==> src/rtl/nibble_serial_adder.sv <==
// Nibble-serial adder: adds two WIDTH-bit operands one SLICE_W-bit slice per cycle,
// LSB slice first, with a registered ripple carry and valid/ready on both sides.
module nibble_serial_adder #(
    parameter int WIDTH   = 32,
    parameter int SLICE_W = 4
) (
    input  logic             clk,
    input  logic             rst,
    input  logic             in_valid,
    output logic             in_ready,
    input  logic [WIDTH-1:0] a,
    input  logic [WIDTH-1:0] b,
    input  logic             cin,
    output logic [2:0]       slice_sel,
    output logic             slice_act,
    output logic             busy,
    output logic             out_valid,
    input  logic             out_ready,
    output logic [WIDTH-1:0] sum,
    output logic             cout
);
    // WIDTH must equal SLICE_W*8 so that a 3-bit slice index covers the whole word.
    localparam int IW = $clog2(WIDTH);

    typedef enum logic [1:0] {S_IDLE, S_RUN, S_DONE} state_t;

    state_t             r_state;
    state_t             w_next;
    logic [2:0]         r_idx;
    logic               r_carry;
    logic [WIDTH-1:0]   r_a;
    logic [WIDTH-1:0]   r_b;
    logic [WIDTH-1:0]   r_sum;
    logic               r_cout;

    logic [IW-1:0]      w_base;
    logic [SLICE_W-1:0] w_a_sl;
    logic [SLICE_W-1:0] w_b_sl;
    logic [SLICE_W:0]   w_t;

    assign w_base = IW'(r_idx) * IW'(SLICE_W);
    assign w_a_sl = r_a[w_base +: SLICE_W];
    assign w_b_sl = r_b[w_base +: SLICE_W];
    assign w_t    = {1'b0, w_a_sl} + {1'b0, w_b_sl} + (SLICE_W+1)'(r_carry);

    always_ff @(posedge clk or posedge rst) begin
        if (rst) r_state <= S_IDLE;
        else     r_state <= w_next;
    end

    always_comb begin
        w_next    = r_state;
        in_ready  = 1'b0;
        slice_act = 1'b0;
        slice_sel = 3'd0;
        busy      = 1'b0;
        out_valid = 1'b0;
        case (r_state)
            S_IDLE: begin
                in_ready = 1'b1;
                if (in_valid) w_next = S_RUN;
            end
            S_RUN: begin
                slice_act = 1'b1;
                slice_sel = r_idx;
                busy      = 1'b1;
                if (r_idx == 3'd7) w_next = S_DONE;
            end
            S_DONE: begin
                busy      = 1'b1;
                out_valid = 1'b1;
                if (out_ready) w_next = S_IDLE;
            end
            default: w_next = S_IDLE;
        endcase
    end

    always_ff @(posedge clk or posedge rst) begin
        if (rst) begin
            r_idx   <= 3'd0;
            r_carry <= 1'b0;
            r_a     <= '0;
            r_b     <= '0;
            r_sum   <= '0;
            r_cout  <= 1'b0;
        end else begin
            case (r_state)
                S_IDLE: begin
                    if (in_valid) begin
                        r_a     <= a;
                        r_b     <= b;
                        r_carry <= cin;
                        r_idx   <= 3'd0;
                        r_sum   <= '0;
                    end
                end
                S_RUN: begin
                    r_sum[w_base +: SLICE_W] <= w_t[SLICE_W-1:0];
                    r_carry                  <= w_t[SLICE_W];
                    if (r_idx == 3'd7) begin
                        r_cout <= w_t[SLICE_W];
                        r_idx  <= 3'd0;
                    end else begin
                        r_idx  <= r_idx + 3'd1;
                    end
                end
                default: ;
            endcase
        end
    end

    assign sum  = r_sum;
    assign cout = r_cout;

endmodule

==> config.mk <==
export PLATFORM = sky130hd
export DESIGN_NAME = nibble_serial_adder
export DESIGN_NICKNAME = d
export VERILOG_FILES = /design/src/rtl/nibble_serial_adder.sv
export SDC_FILE = /design/constraint.sdc
export NUM_CORES = 1
export LEC_CHECK = 0
export BUFFER_PORTS_ARGS = -buffer_cell sky130_fd_sc_hd__buf_4
export CAP_MARGIN = 0
export CORE_MARGIN = 1.5
export CORE_UTILIZATION = 40
export DETAILED_ROUTE_END_ITERATION = 16
export PLACE_DENSITY = 0.63
export REMOVE_ABC_BUFFERS = 1
export SYNTH_ARGS = -nofsm -noshare
export SYNTH_HDL_FRONTEND = slang
export SYNTH_SLANG_ARGS = --single-unit
==> constraint.sdc <==
create_clock -name clk -period 3.23 [get_ports clk]
set_input_delay 0.646 -clock clk [delete_from_list [all_inputs] [get_ports clk]]
set_output_delay 0.646 -clock clk [all_outputs]
set_load 0.01 [all_outputs]
# --- Word-level counts from Yosys, hierarchy flattened ---
# Index checks and enable logic that the tools add are counted.
word_totals:
  reg_bits: 103
classes:
  addsub: 4
  eq_ne: 6
  n_shift: 4
  n_mux: 17
  reduce_logical: 7
op_table:
  columns: ["cell", "n"]
  rows:
  - ["$pmux 32 s2", 1]
  - ["$shiftx 32x6->4", 2]
  - ["$bwmux 32", 1]
  - ["$mux 32", 1]
  - ["$shift 4x7->32 const A", 1]
  - ["$shiftx 4x7->32", 1]
  - ["$mux 3", 3]
  - ["$neg 5->7", 1]
  - ["$mux 2", 3]
  - ["$ne 2x2->1 const B", 3]
  - ["$pmux 2 s3", 1]
  - ["$pmux 3 s2", 1]
  - ["$reduce_and 2->1", 3]
  - ["$add 4x4->5", 1]
  - ["$add 5x1->5", 1]
  - ["$mux 1", 5]
  - ["$add 3x1->3 const B", 1]
  - ["$eq 3x3->1 const B", 1]
  - ["$reduce_and 3->1", 1]
  - ["$eq 2x1->1 const B", 1]
  - ["$eq 2x2->1 const B", 1]
  - ["$logic_not 2->1", 1]
  - ["$pmux 1 s2", 1]
  - ["$reduce_bool 2->1", 1]
  - ["$reduce_or 2->1", 1]

# --- Logic depth before layout (Yosys ltp) ---
# Gate-level depths: netlist of the first run.
logic_depth:
  depth_word: 6
  ltp_mapped: 13
  depth_no_buf: 10

# --- Worst setup path before layout of the first run ---
# OpenSTA, ideal clock, no wires.
synth_path:
  kind: "reg-to-reg"
  start: "register r_idx[0]"
  end: "register r_carry"
  t_arrival_ns: 2.586
  t_required_ns: 3.104
  path_slack_ns: 0.518
  path_stages_with_launch: 14
  n_path_buf: 3
  synth_period_minus_slack_ns: 2.712
  cell_sequence: "dfrtp_1 buf_6 buf_12 buf_6 mux4_2 nand2_1 nand2_1 fa_1 inv_1 fa_1 nor2b_1 o21ai_0 and3_1 o21ai_0"
synth_between:
  elab_chain_cells: 4
  elab_cells_between_ends: 5
synth_lines:
  columns: ["item", "line", "rtl"]
  rows:
  - ["start, declared", "29", "logic [2:0] r_idx;"]
  - ["start signal, assigned", "104", "r_idx <= r_idx + 3'd1;"]
  - ["$shiftx 32x6->4, on equally long branches", "42, 43", null]
  - ["$add 4x4->5 (*)", "44", "assign w_t = {1'b0, w_a_sl} + {1'b0, w_b_sl} + (SLICE_W+1)'(r_carry);"]
  - ["$add 5x1->5 (*)", "44", null]
  - ["$pmux 1 s2 (*)", "87", "case (r_state)"]
  - ["end signal, assigned", "92", "r_carry <= cin;"]
  - ["end signal, assigned", "99", "r_carry <= w_t[SLICE_W];"]
  - ["end, declared", "30", "logic r_carry;"]
# Mark *: on every way between the ends. The rest lies on a longest branch, timed or not.
# A chain may end at the register's enable or synchronous reset.

# --- Final worst setup path of the first run ---
layout_path:
  start: "register r_idx[0]"
  end: "register r_sum[23] (netlist: sum[23])"
layout_between:
  elab_chain_cells: 6
  elab_cells_between_ends: 9
layout_lines:
  columns: ["item", "line", "rtl"]
  rows:
  - ["$shiftx 32x6->4, on equally long branches", "42, 43", null]
  - ["$add 4x4->5", "44", null]
  - ["$add 5x1->5", "44", null]
  - ["$shiftx 4x7->32", "98", "r_sum[w_base +: SLICE_W] <= w_t[SLICE_W-1:0];"]
  - ["$bwmux 32 (*)", "98", null]
  - ["$pmux 32 s2 (*)", "87", null]
  - ["end signal, assigned by index", "98", null]
  - ["end, declared", "33", "logic [WIDTH-1:0] r_sum;"]
# Marked as above.

==> flow_summary.toml, run 1 <==
[timing]
clock_skew_ns = 0.00586
maxSlewViolCount = 0
period_share_pct = 86.4
layout_setup_ws_ns = 0.441
tightest_slew_ns = 0.677
rsz0062_at_grt = "false"
setup_viol = 0
fmax_ghz = 0.359
tns_ns = 0
slew_headroom_pct = 54.9
hold_violations = 0
whs_ns = 0.413
finalCriticalPeriod_ns = 2.79

[setup_path]
critPathMaxStageDelay_ns = 0.61
slowest_stage = "mux4_1"
path_class = "reg2reg"
cp-end-kind = "flop"
cp_common_cell = "nand2_1"
arrival_ns = 3.02
startpoint = "r_idx[0]"
crit_path_start_kind = "flop"
r2r_start = "r_idx[0]"
cp_cell_sequence = "buf_4 -> mux4_1 -> nand2_1 -> nand2_1 -> fa_1 -> a21o_1 -> a21oi_1 -> xnor2_1 -> a22o_1"
cp.required_ns = 3.46
cp_max_fo = 12

[logic_synthesis]
synthFlopType = "dfrtp_1"
post-synth-top-area-fraction_pct = 52.4
synth_top_area_cell = "dfrtp_1"
synth_edf_count = 0
async_flop_share_pct = 100
ys_seq_area_share_pct = 52.4
yosys_warnings = 0
syn_inst = 364
synth_area_leaders = "dfrtp_1, mux2_2, mux4_2"
synth_area_per_cell_um2 = 13.5
synth_seq_cells = 103
syn_area_um2 = 4920
synth_cell_types = 45

[routing]
drt-met1-wl_um = 4910
highest_layer = "met4"
drc = 0
routed-wl-met3_um = 559
drt_iter0_drc = 132
route.met2.wl_um = 5010
firstDrtPassIters = 4
ant_nets = 0
viasPerCell = 5.21
wl_per_cell_um = 17.0
routed-via-count = 3261
drt_wl_total_um = 10600

[clocking]
postCtsSetupBuffers = 0
clkLatencyLatePin_ns = 0.34
cts_resized = 0
postCtsHoldBufs = 0
cts_tree = "done"
htree_levels = 3
clock-root-buffer = "clkbuf_16"
clkSinkCount = 103
path_clk_slew_ns = 0.07
clk_path_buf_depth = 2
cts-buffers-inserted = 9

[place]
dp_hpwl_um = 7940
place_ws_ns = 0.413
dp.cells = 611
port_buffers = 108
gp_congestion = 0.781

[grt]
grt.total_usage_pct = 17.4
grt_pass1_vias = 3443
grt_pass1_wl_um = 17400
antenna_found_initial = 0
gr-total-overflow = 0
grt_max_degree = 55

[die]
start_util_pct = 40.9
die_height_um = 114
die_x_um = 114
core_um2 = 12000
ios = 109
design.die.area_um2 = 13000
floorplan.rows = 40

[layout]
fillers = 1055
final_cells = 626
post-route-util_pct = 52.0
syn2layout_area_growth_pct = 27.0
diodes = 0
drive_gt1_share_pct = 44.7
nets = 559

[job]
maxCapViolations = 0

[min_path]
hp-class = "in2async"

[pwr]
leakage_nw = 2.91
ir_drop_mv = 0.492
powerDensity_nw_per_um2 = 1100

[outcome]
status = "finished clean"
## synthesized netlist by cell type, types with 2 or more instances
cell type and instances:
nand2_1 30, xor2_1 2, and2_1 3, fa_1 2, mux2_2 64, nor2_1 6
a21o_1 3, buf_6 2, a21oi_1 7, o21ai_1 2, o21ai_0 10, o2bb2ai_1 8
xnor2_1 2, dfrtp_1 103, nand3_1 6, ha_1 13, nor2b_1 5, inv_1 19
o22ai_1 4, buf_4 2, mux4_2 10, buf_2 10, clkbuf_1 2, nor3b_1 3
a22o_1 21, mux4_1 6
## cell usage in the layout, fill, tap and decap left out, types with 2 or more instances in the layout
| cell type | count |
|---|---|
| bufinv_16 | 3 |
| buf_12 | 3 |
| clkinvlp_4 | 2 |
| nor2_1 | 6 |
| xor2_1 | 2 |
| o22ai_1 | 4 |
| o21ai_0 | 10 |
| o2bb2ai_1 | 8 |
| ha_1 | 13 |
| inv_1 | 18 |
| mux4_1 | 6 |
| and2_1 | 3 |
| buf_4 | 114 |
| a22o_1 | 21 |
| clkbuf_16 | 9 |
| xnor2_1 | 2 |
| a21o_1 | 3 |
| mux4_2 | 10 |
| a21oi_1 | 7 |
| nand2_1 | 29 |
| fa_1 | 2 |
| nor2b_1 | 5 |
| dfrtp_1 | 103 |
| mux2_2 | 64 |
| nor3b_1 | 3 |
| o21ai_1 | 2 |
| nand3_1 | 6 |
## registers in the layout, indices dropped and copies added, names as in the netlist
register and count:
cout 1, r_state 2, r_carry 1, sum 32
r_b 32, r_a 32, r_idx 3
## cell type report
type / count / area, µm² / share of cell area, %
clock buffers: 9 / 225 / 3.61
clock inverters: 6 / 110 / 1.76
inverters: 19 / 73.8 / 1.18
multi-input cells: 225 / 2150 / 34.5
flip-flops and latches: 103 / 2580 / 41.3
well taps: 147 / 184 / 2.95
repair buffers: 117 / 916 / 14.7
## kinds of logic after synthesis
| group | Yosys count | share of synthesized area, % |
|---|---|---|
| DFF | 103 | 52.4 |
| muxes | 80 | 22.4 |
| and+or+nand+nor | 68 | 7.92 |
| AOI/OAI and AO/OA | 58 | 8.58 |
| buffers and inverters | 36 | 3.79 |
| adders and majority gates | 15 | 4.12 |
| xor gates and xnor gates | 4 | 0.713 |
## worst max-delay path, delay by kind of cell (launching register included)
family                     cells  cell delay [ns]
DFF                            1             0.34
xor gates and xnor gates       1             0.21
buffers and inverters          1             0.24
AOI/OAI and AO/OA              3             0.70
muxes                          1             0.61
adders and majority gates      1             0.40
and+or+nand+nor                2             0.16
## final timing paths
kind                       slack [ns]      end  depth (start not counted)
min in group clk                 0.50  sum[17]                          1
setup reg to reg                 0.44  sum[23]                          9
hold reg to reg                  0.50  sum[17]                          1
hold / removal                   0.41   r_b[7]                          2
setup / recovery                 0.44  sum[23]                          9
max in group asynchronous        2.09   r_a[2]                          3
## routing by layer
metal	global-route usage, %	up-vias
li1	-	1545
met4	6.42	0
met2	27.7	100
met5	0	-
met3	3.93	12
met1	23.4	1604
## where the power goes
group	switching (mW)	leakage, nW	internal (mW)	total (mW)
sequential	0.301	1.29	1.81	2.11
clock	0.458	0.158	0.751	1.21
combinational	1.92	1.47	1.65	3.56
## stage by stage
stage	power [mW]	area, µm²
2_1_floorplan	4.52	4800
3_3_place_gp	5.64	5910
3_5_place_dp	5.76	5910
4_1_cts	6.99	6240
5_1_grt	7.39	6240
6_report	6.88	6240
Power figures use the tool's default switching activity.
==> run 2: changes to the inputs <==
--- a/config.mk
+++ b/config.mk
@@ -10,7 +10,7 @@
 export CORE_MARGIN = 1.5
 export CORE_UTILIZATION = 40
 export DETAILED_ROUTE_END_ITERATION = 16
-export PLACE_DENSITY = 0.63
+export PLACE_DENSITY_LB_ADDON = 0.05
 export REMOVE_ABC_BUFFERS = 1
 export SYNTH_ARGS = -nofsm -noshare
 export SYNTH_HDL_FRONTEND = slang
==> constraint.sdc (replaced) <==
create_clock -name clk -period 2.3 [get_ports clk]
set_input_delay 0.46 -clock clk [delete_from_list [all_inputs] [get_ports clk]]
set_output_delay 0.46 -clock clk [all_outputs]
set_load 0.01 [all_outputs]
==> flow_summary.toml, run 2 (same netlist as run 1, synthesis figures left out) <==
[timing]
fmax_ghz = 0.411
period_share_pct = 106
maxSlewViolCount = 0
tightest_slew_ns = 0.540
layout_setup_ws_ns = -0.135
setup_viol = 24
whs_ns = 0.234
finalCriticalPeriod_ns = 2.44
rsz0062_at_grt = "true"
slew_headroom_pct = 64.0
hold_violations = 0
clock_skew_ns = 0.00638

[die]
die_x_um = 114
start_util_pct = 40.9
design.die.area_um2 = 13000
core_um2 = 12000
floorplan.rows = 40
die_height_um = 114
ios = 109

[routing]
drt_wl_total_um = 11000
viasPerCell = 5.12
routed-via-count = 3342
ant_nets = 0
drt_iter0_drc = 132
firstDrtPassIters = 4
wl_per_cell_um = 16.9
drc = 0

[clocking]
postCtsHoldBufs = 0
clkLatencyLatePin_ns = 0.35
clkSinkCount = 103
clock-root-buffer = "clkbuf_16"
clk_path_buf_depth = 2
path_clk_slew_ns = 0.06
cts-buffers-inserted = 9
htree_levels = 3
cts_tree = "done"

[grt]
grt.total_usage_pct = 18.5
grt_pass1_wl_um = 18500
grt_max_degree = 104
grt_pass1_vias = 3616
gr-total-overflow = 0
antenna_found_initial = 0

[setup_path]
cp-end-kind = "flop"
arrival_ns = 2.68
r2r_slack_ns = -0.14
crit_path_start_kind = "flop"
path_class = "reg2reg"
r2r_start = "r_idx[0]"
cp.required_ns = 2.54
r2r_cells = 10
rr_endpoint = "sum[15]"
cp_max_fo = 7

[layout]
multi_input_area_um2 = 2320
final_cells = 653
syn2layout_area_growth_pct = 33.2
seq_area_um2 = 2580
layout_commonest_cell = "buf_4"
fin_area_um2 = 6550
drive_gt1_share_pct = 53.4
nets = 586
fillers = 1050
diodes = 0
final_cell_mix = "buf_4, dfrtp_1, mux2_2"

[outcome]
violations = "setup timing"
status = "finished with violations"

[pwr]
leakage_nw = 3.02
ir_drop_mv = 1.46
powerDensity_nw_per_um2 = 1740

[min_path]
hp-class = "in2async"

[place]
dp_hpwl_um = 7970
gp_congestion = 0.807
port_buffers = 108
placed_cell_area_um2 = 6080
dp.cells = 634

[job]
maxCapViolations = 0
run 2: cell count changes in the layout (fill, tap and decap cells not counted), moves of 4 or more:
cell / previous run / this run
buf_4: 114 / 137
o21ai_0: 10 / 5
mux4_2: 10 / 15
mux4_1: 6 / 1
nand2_2: 1 / 5
ha_4: 0 / 5
buf_6: 0 / 4
o21ai_1: 2 / 6
nand2_1: 29 / 25
ha_1: 13 / 8
run 2: how the worst max path moves through the flow:
stage,start,endpoint,slack [ns],depth (start not counted)
final,r_idx[0],sum[15],-0.14,10
after global routing,r_idx[0],r_carry,-0.24,11
after CTS,r_idx[0],sum[23],-0.18,9
after detailed placement,r_idx[0],sum[23],-0.45,9
after global placement,r_idx[0],sum[7],-0.38,9
after floorplan,rst,cout,-0.86,1
run 2: layout make-up:
class	instances	share of cell area, %
Clock buffer	12	3.61
Clock inverter	3	0.325
Inverter	19	1.17
Multi-Input combinational cell	225	35.4
Sequential cell	103	39.4
Tap cell	147	2.81
Timing Repair Buffer	144	17.3
run 2: worst max-delay path, stage by stage, from the launching register on:
cell     delay, ns
dfrtp_2       0.39
buf_12        0.14
mux4_2        0.50
nand2_1       0.08
and2_4        0.13
inv_1         0.06
ha_4          0.23
a21o_1        0.20
a21oi_4       0.26
xnor2_4       0.12
a22o_1        0.20
run 2: layer usage:
metal  vias to the layer above  share of wire (%)  wire [µm]  GRT usage (%)
li1                       1598                  -          -              -
met1                      1664                 47       5170           25.7
met2                        69                 47       5230           28.7
met3                        11                3.9        434           3.56
met4                         0                1.8        201           7.75
met5                         -                  0          0              0
run 2: what timing repair did:
action | in CTS | in global routing
endpoints found under the setup margin | 33 | 34
buffers inserted | 3 | 1
gates resized for setup | 27 | 20
pin swaps | 24 | 11
run 2: power by group:
group / switching, mW / internal (mW) / total, mW
clock network: 0.655 / 0.729 / 1.38
logic: 3.42 / 3.59 / 7.01
registers: 0.428 / 2.55 / 2.97
run 2: through the flow:
stage	setup TNS [ns]	power, mW	util [%]	worst slack, ns
2_1_floorplan	-136.61	6.34	-	-0.864
3_3_place_gp	-7.06	8.61	50.6	-0.376
3_5_place_dp	-8.60	8.67	50.6	-0.449
4_1_cts	-3.11	11.0	53.8	-0.177
5_1_grt	-4.40	12.2	54.5	-0.237
6_report	-2.01	11.4	54.5	-0.135
